<file path="config.mk">
export PLATFORM = sky130hd
export DESIGN_NAME = decode_stage
export DESIGN_NICKNAME = d
export VERILOG_FILES = /design/src/rtl/cpu_pkg.sv /design/src/rtl/instr_decoder.sv /design/src/rtl/decode_stage.sv
export SDC_FILE = /design/constraint.sdc
export NUM_CORES = 1
export LEC_CHECK = 0
export BUFFER_PORTS_ARGS = -buffer_cell sky130_fd_sc_hd__buf_2
export CORE_MARGIN = 1.5
export CORE_UTILIZATION = 50
export DETAILED_ROUTE_END_ITERATION = 12
export PLACE_DENSITY_LB_ADDON = 0.05
export SYNTH_ARGS = -nofsm -noshare
export SYNTH_HDL_FRONTEND = slang
export SYNTH_SLANG_ARGS = --single-unit
</file>
<file path="constraint.sdc">
create_clock -name clk -period 8.25 [get_ports clk]
set_clock_uncertainty 0.1 [all_clocks]
set_input_delay 2.475 -clock clk [delete_from_list [all_inputs] [get_ports clk]]
set_output_delay 2.475 -clock clk [all_outputs]
set_load 0.01 [all_outputs]
</file>
<file path="src/rtl/cpu_pkg.sv">
// Shared RV32I definitions: datapath widths, ALU operation codes, opcode
// constants, immediate formats and the helpers that build them.
package cpu_pkg;

  localparam int XLEN       = 32;
  localparam int REG_ADDR_W = 5;

  typedef enum logic [3:0] {
    ALU_ADD    = 4'd0,
    ALU_SUB    = 4'd1,
    ALU_SLL    = 4'd2,
    ALU_SLT    = 4'd3,
    ALU_SLTU   = 4'd4,
    ALU_XOR    = 4'd5,
    ALU_SRL    = 4'd6,
    ALU_SRA    = 4'd7,
    ALU_OR     = 4'd8,
    ALU_AND    = 4'd9,
    ALU_PASS_B = 4'd10
  } alu_op_t;

  localparam logic [6:0] OPC_OP     = 7'b0110011;
  localparam logic [6:0] OPC_OP_IMM = 7'b0010011;
  localparam logic [6:0] OPC_LOAD   = 7'b0000011;
  localparam logic [6:0] OPC_STORE  = 7'b0100011;
  localparam logic [6:0] OPC_BRANCH = 7'b1100011;
  localparam logic [6:0] OPC_JAL    = 7'b1101111;
  localparam logic [6:0] OPC_JALR   = 7'b1100111;
  localparam logic [6:0] OPC_LUI    = 7'b0110111;
  localparam logic [6:0] OPC_AUIPC  = 7'b0010111;

  typedef enum logic [2:0] {
    IMM_NONE = 3'd0,
    IMM_I    = 3'd1,
    IMM_S    = 3'd2,
    IMM_B    = 3'd3,
    IMM_U    = 3'd4,
    IMM_J    = 3'd5
  } imm_fmt_t;

  // alt selects SUB/SRA; the caller decides whether funct7[5] may apply
  function automatic alu_op_t funct_to_alu(logic [2:0] funct3, logic alt);
    alu_op_t op;
    case (funct3)
      3'b000:  op = alt ? ALU_SUB : ALU_ADD;
      3'b001:  op = ALU_SLL;
      3'b010:  op = ALU_SLT;
      3'b011:  op = ALU_SLTU;
      3'b100:  op = ALU_XOR;
      3'b101:  op = alt ? ALU_SRA : ALU_SRL;
      3'b110:  op = ALU_OR;
      default: op = ALU_AND;
    endcase
    return op;
  endfunction

  function automatic logic [31:0] build_imm(imm_fmt_t fmt, logic [31:0] instr);
    logic [31:0] imm;
    case (fmt)
      IMM_I:   imm = {{20{instr[31]}}, instr[31:20]};
      IMM_S:   imm = {{20{instr[31]}}, instr[31:25], instr[11:7]};
      IMM_B:   imm = {{20{instr[31]}}, instr[7], instr[30:25], instr[11:8], 1'b0};
      IMM_U:   imm = {instr[31:12], 12'h000};
      IMM_J:   imm = {{12{instr[31]}}, instr[19:12], instr[20], instr[30:21], 1'b0};
      default: imm = '0;
    endcase
    return imm;
  endfunction

endpackage

</file>
<file path="src/rtl/instr_decoder.sv">
// Combinational RV32I decoder: control bits, ALU operation, immediate,
// operand usage and illegal-opcode detection for one instruction word.
module instr_decoder
  import cpu_pkg::*;
(
  input  logic [31:0] instr,
  output logic [3:0]  alu_op,
  output logic [31:0] imm,
  output logic        alu_src_imm,
  output logic        mem_read,
  output logic        mem_write,
  output logic        reg_write,
  output logic        branch,
  output logic        jump,
  output logic        rs1_used,
  output logic        rs2_used,
  output logic        illegal
);

  logic [6:0] opcode;
  logic [2:0] funct3;
  logic       funct7_b5;
  logic       writes_rd;
  imm_fmt_t   imm_fmt;

  assign opcode    = instr[6:0];
  assign funct3    = instr[14:12];
  assign funct7_b5 = instr[30];

  // Opcode-driven control; unknown opcodes leave every control bit low
  always_comb begin
    alu_op      = ALU_ADD;
    alu_src_imm = 1'b0;
    mem_read    = 1'b0;
    mem_write   = 1'b0;
    branch      = 1'b0;
    jump        = 1'b0;
    rs1_used    = 1'b0;
    rs2_used    = 1'b0;
    writes_rd   = 1'b0;
    illegal     = 1'b0;
    imm_fmt     = IMM_NONE;
    case (opcode)
      OPC_OP: begin
        alu_op    = funct_to_alu(funct3, funct7_b5);
        rs1_used  = 1'b1;
        rs2_used  = 1'b1;
        writes_rd = 1'b1;
      end
      OPC_OP_IMM: begin
        // funct7 only exists for the shift-immediates; elsewhere it is imm bits
        alu_op      = funct_to_alu(funct3, funct7_b5 & (funct3 == 3'b101));
        alu_src_imm = 1'b1;
        rs1_used    = 1'b1;
        writes_rd   = 1'b1;
        imm_fmt     = IMM_I;
      end
      OPC_LOAD: begin
        alu_src_imm = 1'b1;
        mem_read    = 1'b1;
        rs1_used    = 1'b1;
        writes_rd   = 1'b1;
        imm_fmt     = IMM_I;
      end
      OPC_STORE: begin
        alu_src_imm = 1'b1;
        mem_write   = 1'b1;
        rs1_used    = 1'b1;
        rs2_used    = 1'b1;
        imm_fmt     = IMM_S;
      end
      OPC_BRANCH: begin
        alu_op   = ALU_SUB;
        branch   = 1'b1;
        rs1_used = 1'b1;
        rs2_used = 1'b1;
        imm_fmt  = IMM_B;
      end
      OPC_JAL: begin
        alu_src_imm = 1'b1;
        jump        = 1'b1;
        writes_rd   = 1'b1;
        imm_fmt     = IMM_J;
      end
      OPC_JALR: begin
        alu_src_imm = 1'b1;
        jump        = 1'b1;
        rs1_used    = 1'b1;
        writes_rd   = 1'b1;
        imm_fmt     = IMM_I;
      end
      OPC_LUI: begin
        alu_op      = ALU_PASS_B;
        alu_src_imm = 1'b1;
        writes_rd   = 1'b1;
        imm_fmt     = IMM_U;
      end
      OPC_AUIPC: begin
        alu_src_imm = 1'b1;
        writes_rd   = 1'b1;
        imm_fmt     = IMM_U;
      end
      default: illegal = 1'b1;
    endcase
  end

  assign reg_write = writes_rd & (instr[11:7] != 5'd0);
  assign imm       = build_imm(imm_fmt, instr);

endmodule

</file>
<file path="src/rtl/decode_stage.sv">
// RV32I decode stage: IF/ID register, register-file read addressing,
// load-use bubble insertion, flush handling and the ID/EX register.
module decode_stage
  import cpu_pkg::*;
(
  input  logic                  clk,
  input  logic                  reset,
  input  logic                  if_valid,
  input  logic [XLEN-1:0]       if_instr,
  input  logic [XLEN-1:0]       if_pc,
  output logic                  id_stall,
  input  logic                  flush,
  output logic [REG_ADDR_W-1:0] rf_read_addr1,
  output logic [REG_ADDR_W-1:0] rf_read_addr2,
  input  logic [XLEN-1:0]       rf_read_data1,
  input  logic [XLEN-1:0]       rf_read_data2,
  output logic                  ex_valid,
  output logic [XLEN-1:0]       ex_pc,
  output logic [XLEN-1:0]       ex_rs1_data,
  output logic [XLEN-1:0]       ex_rs2_data,
  output logic [XLEN-1:0]       ex_imm,
  output logic [REG_ADDR_W-1:0] ex_rs1,
  output logic [REG_ADDR_W-1:0] ex_rs2,
  output logic [REG_ADDR_W-1:0] ex_rd,
  output logic [3:0]            ex_alu_op,
  output logic                  ex_alu_src_imm,
  output logic                  ex_mem_read,
  output logic                  ex_mem_write,
  output logic                  ex_reg_write,
  output logic                  ex_branch,
  output logic                  ex_jump,
  output logic                  ex_illegal
);

  logic                  ifid_valid;
  logic [XLEN-1:0]       ifid_instr;
  logic [XLEN-1:0]       ifid_pc;
  logic [REG_ADDR_W-1:0] id_rs1;
  logic [REG_ADDR_W-1:0] id_rs2;
  logic [REG_ADDR_W-1:0] id_rd;

  logic [3:0]      dec_alu_op;
  logic [XLEN-1:0] dec_imm;
  logic            dec_alu_src_imm;
  logic            dec_mem_read;
  logic            dec_mem_write;
  logic            dec_reg_write;
  logic            dec_branch;
  logic            dec_jump;
  logic            dec_rs1_used;
  logic            dec_rs2_used;
  logic            dec_illegal;

  logic load_use;
  logic issue;
  logic issue_ok;

  assign id_rs1        = ifid_instr[19:15];
  assign id_rs2        = ifid_instr[24:20];
  assign id_rd         = ifid_instr[11:7];
  assign rf_read_addr1 = id_rs1;
  assign rf_read_addr2 = id_rs2;

  instr_decoder u_instr_decoder (
    .instr       (ifid_instr),
    .alu_op      (dec_alu_op),
    .imm         (dec_imm),
    .alu_src_imm (dec_alu_src_imm),
    .mem_read    (dec_mem_read),
    .mem_write   (dec_mem_write),
    .reg_write   (dec_reg_write),
    .branch      (dec_branch),
    .jump        (dec_jump),
    .rs1_used    (dec_rs1_used),
    .rs2_used    (dec_rs2_used),
    .illegal     (dec_illegal)
  );

  // A load in EX whose destination feeds an operand actually read in ID
  assign load_use = ifid_valid & ex_valid & ex_mem_read & (ex_rd != '0) &
                    ((dec_rs1_used & (ex_rd == id_rs1)) |
                     (dec_rs2_used & (ex_rd == id_rs2)));

  // Flush discards the waiting instruction, so holding fetch would be pointless
  assign id_stall = load_use & ~flush;
  assign issue    = ifid_valid & ~flush & ~load_use;
  assign issue_ok = issue & ~dec_illegal;

  // IF/ID register: capture whenever not stalled; a flush kills the new entry
  always_ff @(posedge clk or negedge reset) begin
    if (!reset) begin
      ifid_valid <= 1'b0;
      ifid_instr <= '0;
      ifid_pc    <= '0;
    end else if (!id_stall) begin
      ifid_valid <= if_valid & ~flush;
      ifid_instr <= if_instr;
      ifid_pc    <= if_pc;
    end
  end

  // ID/EX register: control is gated to zero for bubbles and illegal opcodes
  always_ff @(posedge clk or negedge reset) begin
    if (!reset) begin
      ex_valid       <= 1'b0;
      ex_illegal     <= 1'b0;
      ex_pc          <= '0;
      ex_rs1_data    <= '0;
      ex_rs2_data    <= '0;
      ex_imm         <= '0;
      ex_rs1         <= '0;
      ex_rs2         <= '0;
      ex_rd          <= '0;
      ex_alu_op      <= '0;
      ex_alu_src_imm <= 1'b0;
      ex_mem_read    <= 1'b0;
      ex_mem_write   <= 1'b0;
      ex_reg_write   <= 1'b0;
      ex_branch      <= 1'b0;
      ex_jump        <= 1'b0;
    end else begin
      ex_valid       <= issue_ok;
      ex_illegal     <= issue & dec_illegal;
      ex_pc          <= ifid_pc;
      ex_rs1_data    <= rf_read_data1;
      ex_rs2_data    <= rf_read_data2;
      ex_imm         <= dec_imm;
      ex_rs1         <= id_rs1;
      ex_rs2         <= id_rs2;
      ex_rd          <= id_rd;
      ex_alu_op      <= issue_ok ? dec_alu_op : 4'd0;
      ex_alu_src_imm <= issue_ok & dec_alu_src_imm;
      ex_mem_read    <= issue_ok & dec_mem_read;
      ex_mem_write   <= issue_ok & dec_mem_write;
      ex_reg_write   <= issue_ok & dec_reg_write;
      ex_branch      <= issue_ok & dec_branch;
      ex_jump        <= issue_ok & dec_jump;
    end
  end

endmodule
</file>
# Word level (Yosys, flattened, before mapping)
# Index checks and enable logic that the tools add are counted.
# word_totals
elab_cells	94
output_inout_bits	166
regBits	220
# classes
reduce_logical	11
n_mux	19
n_bitwise	23
n_eq_ne	22
# op_table
cell	n
$pmux 32 s5	1
$pmux 4 s7	2
$eq 7x6->1 const B	3
$eq 7x7->1 const B	3
$and 1x1->1	20
$pmux 4 s4	1
$eq 3x3->1 const B	5
$pmux 3 s5	1
$eq 7x5->1 const B	2
$reduce_or 7->1	2
$mux 1	13
$eq 3x2->1 const B	4
$eq 5x5->1	2
$reduce_bool 5->1	2
$reduce_or 9->1	1
$eq 7x2->1 const B	1
$eq 3x1->1 const B	2
$reduce_or 3->1	2
$reduce_or 6->1	1
$mux 4	1
$reduce_or 2->1	2
$logic_not 3->1	1
$not 1->1	2
$or 1x1->1	1

# Depth between registers and ports, before layout
# logic_depth
depth_word	10
mapped_depth	8
ltp_nobuf	6

# Modules after synthesis
# From an unflattened synthesis, not the netlist that was laid out.
# unflattened
hier_cells	450
hier_area_um2	7448.4
# modules_own_cells
mod	n_inst	area_each_um2	cells_each
decode_stage	1	6682.7	340
instr_decoder	1	765.7	110

# Least setup slack after synthesis
# OpenSTA, ideal clock, no wires.
# synth_timing
path_kind	input -> output
from	input port flush
to	output port id_stall
cell_stages	4
t_required_ns	5.675
path_buffers	2
arrival_ns	3.235
setup_slack_ns	2.440
path_cell_list	or3b_4 buf_6 buf_6 inv_1
# synth_via
elab_chain_len	2
# synth_rtl
element	line_no	text
from (decl)	decode_stage.sv:12	input logic flush,
$not 1->1	decode_stage.sv:85	assign id_stall = load_use & ~flush;
$and 1x1->1	decode_stage.sv:85	
to (decl)	decode_stage.sv:11	output logic id_stall,
# Every way passes these cells.

# Worst setup path in the final report
# Ends and elaborated chain as after synthesis.

==> results.py <==
metrics = {
    "min_path": {
        "worstHoldPathCells": 0,
        "holdPathEnd": "ex_pc[0]$_DFF_PN0_",
        "min_path_type": "reg -> reg",
        "worstHoldStart": "ifid_pc[0]$_DFFE_PN0N_",
    },
    "finish": {
        "utilization": 0.6727,
        "nNetsFinal": 868,
        "final_common_cell": "buf_2",
        "area_delta_synth_final_pct": 32.43,
        "final_cells": 938,
        "layout_common_cells": "buf_2 (296), dfrtp_1 (220), mux2_4 (35)",
        "fin_area_mm2": 0.009703,
        "layout-drive-gt1-share": 0.5359,
    },
    "logic_synthesis": {
        "ys_ff_latch": 220,
        "ys_seq_area_frac": 0.7514,
        "syn_area_per_cell_um2": 16.77,
        "ys_top_cells_by_area": "dfrtp_1 (75%), mux2_4 (7.2%), mux2_2 (4.3%)",
        "synth-main-ff-cell": "dfrtp_1",
        "syn_inst": 437,
        "yosysTopAreaCell": "dfrtp_1",
        "yosysTopAreaCellShare": 0.7514,
        "synth_fp_nets": 569,
        "async_flop_share": 1.000,
        "synth_edf_count": 0,
        "synthesis.area_mm2": 0.007327,
        "synth_cell_types": 36,
        "synth_warnings": 0,
    },
    "floorplan": {
        "core_mm2": 0.01442,
        "start_util": 0.5080,
        "rows": 44,
        "pin_count": 298,
        "die_w_um": 124.1,
        "chipHeight_um": 124.1,
        "dieArea_mm2": 0.01539,
    },
    "routing": {
        "via_per_inst": 4.874,
        "drc": 0,
        "drtIter0Drc": 251,
        "vias": 4572,
        "wl_per_cell_um": 17.27,
        "ant_nets": 0,
        "first_pass_iters": 4,
        "wl_um": 16200,
    },
    "place": {
        "globalplace.congestion": 0.7825,
        "dpl_worst_slack_ns": 2.533,
        "dp_cells": 895,
        "placed_cell_area_mm2": 0.008906,
        "hpwl_um": 11350,
        "io_buffers": 297,
    },
    "global_routing": {
        "overflow": 0,
        "grt_usage": 0.2062,
        "grt_start_max_net_pins": 104,
        "grt_pass1_wl_um": 24270,
        "grt_pass1_vias": 4532,
        "grt_antenna_before_repair": 2,
    },
    "outcome": {
        "status": "finished, final reports clean",
    },
    "worst_setup_path": {
        "worstPathCellList": "buf_2 -> or3b_4 -> inv_1 -> buf_2",
        "crit_path_start": "flush",
        "critPathRequiredTime_ns": 5.68,
        "slowest_stage": "or3b_4",
        "cp-start-kind": "input pin",
        "critPathMaxStageDelay_ns": 0.39,
        "r2r_cells": 6,
        "r2r-end": "ifid_pc[22]$_DFFE_PN0N_",
        "end_kind": "output port",
        "cp.arrival_ns": 3.14,
        "r2r-start": "ex_rd[1]$_DFF_PN0_",
        "path_class": "in -> out",
        "crit_top_cell": "buf_2",
        "cp_max_fo": 3,
        "rrSetupSlack_ns": 5.26,
    },
    "clock_network": {
        "clockBufferDepth": 3,
        "cts_sinks": 220,
        "clock-root-buffer": "clkbuf_16",
        "cts_hold_buffers": 0,
        "worst_skew_pair.late_latency_ns": 0.50,
        "cts_tree": "done",
        "ctsResizeCount": 0,
        "numCtsBuffers": 23,
        "ctsHtreeMaxLevel": 1,
        "postCtsSetupBuffers": 0,
        "clk_pin_slew_ns": 0.06,
    },
    "sta": {
        "setup_viol": 0,
        "hold_viol": 0,
        "hold_ws_ns": 0.2692,
        "fin_crit_ns": 5.717,
        "rsz0062_at_grt": "false",
        "fin_crit_sh": 0.6930,
        "maxSlewHeadroom": 0.2787,
        "tns_ns": 0,
        "tightest_slew_ns": 1.082,
        "fin_ws_ns": 2.533,
        "final_max_slew_viol_count": 0,
        "max_freq_mhz": 174.9,
    },
    "power": {
        "p_leak_nw": 5.213,
        "powerDensity_mw_per_mm2": 242.5,
        "ir_drop_mv": 0.1745,
        "finalPower_mw": 2.353,
    },
    "run": {
        "cap_violations": 0,
    },
}
-- synthesized netlist by cell type (2+ instances only) --
library cell	count
dfrtp_1	220
mux2_4	35
mux2_2	28
a21o_1	20
nor2_1	12
buf_4	10
xor2_1	10
and2_1	9
nand2_1	9
o21ai_0	9
clkbuf_1	7
nor3_1	7
a22o_1	6
nor2b_1	6
a21oi_1	5
buf_6	5
buf_2	4
inv_1	3
nand2b_1	3
nand4_1	3
nor3b_1	3
nor4_1	3
a211oi_1	2
buf_1	2
nand3_1	2
nand3b_1	2
o21a_1	2
or4_1	2
-- worst max path at each step --
stage               end  depth (start not counted)
2_1_floorplan  id_stall                          4
3_3_place_gp   id_stall                          4
3_5_place_dp   id_stall                          4
4_1_cts        id_stall                          4
5_1_grt        id_stall                          4
6_report       id_stall                          4
-- sequential cells by signal, summed over array words and instances, names as in the netlist, 4 cells and up --
signal	count
ex_alu_op	4
ex_imm	32
ex_pc	32
ex_rd	5
ex_rs1	5
ex_rs1_data	32
ex_rs2	5
ex_rs2_data	32
ifid_instr	32
ifid_pc	32
-- final cells by class --
class,count,area (um^2)
Antenna cell,2,5.005
Timing Repair Buffer,302,1534
Tap cell,184,230.2
Fill cell,1073,4721
Clock buffer,33,673.1
Sequential cell,220,5505
Clock inverter,8,118.9
Inverter,3,11.26
Multi-Input combinational cell,186,1625
-- worst max-delay path, delay by kind of cell --
family                 cells  cell delay (ns)
buffers and inverters      3             0.29
and+or+nand+nor            1             0.39
-- where the power goes --
group,total (mW),internal (mW),switching [mW],leakage (nW)
combinational,0.145,0.0702,0.0743,2.16
sequential,1.15,1.13,0.0262,2.66
clock,1.06,0.660,0.397,0.394
-- kinds of logic after synthesis --
group | Yosys count | synth area share
buffers and inverters | 31 | 0.02681
xor gates and xnor gates | 10 | 0.01195
DFF | 220 | 0.7514
muxes | 64 | 0.1161
and+or+nand+nor | 64 | 0.04815
AOI/OAI and AO/OA | 48 | 0.04559
-- per-layer routing --
| layer | vias up | global-route usage | share of wire |
|---|---|---|---|
| met1 | 2267 | 0.2684 | 0.39 |
| met2 | 207 | 0.3365 | 0.49 |
| li1 | 2074 | - | - |
| met3 | 24 | 0.06136 | 0.099 |
| met5 | - | 0 | 0 |
| met4 | 0 | 0.06108 | 0.018 |
No activity file was read; power rests on OpenSTA's default activity.
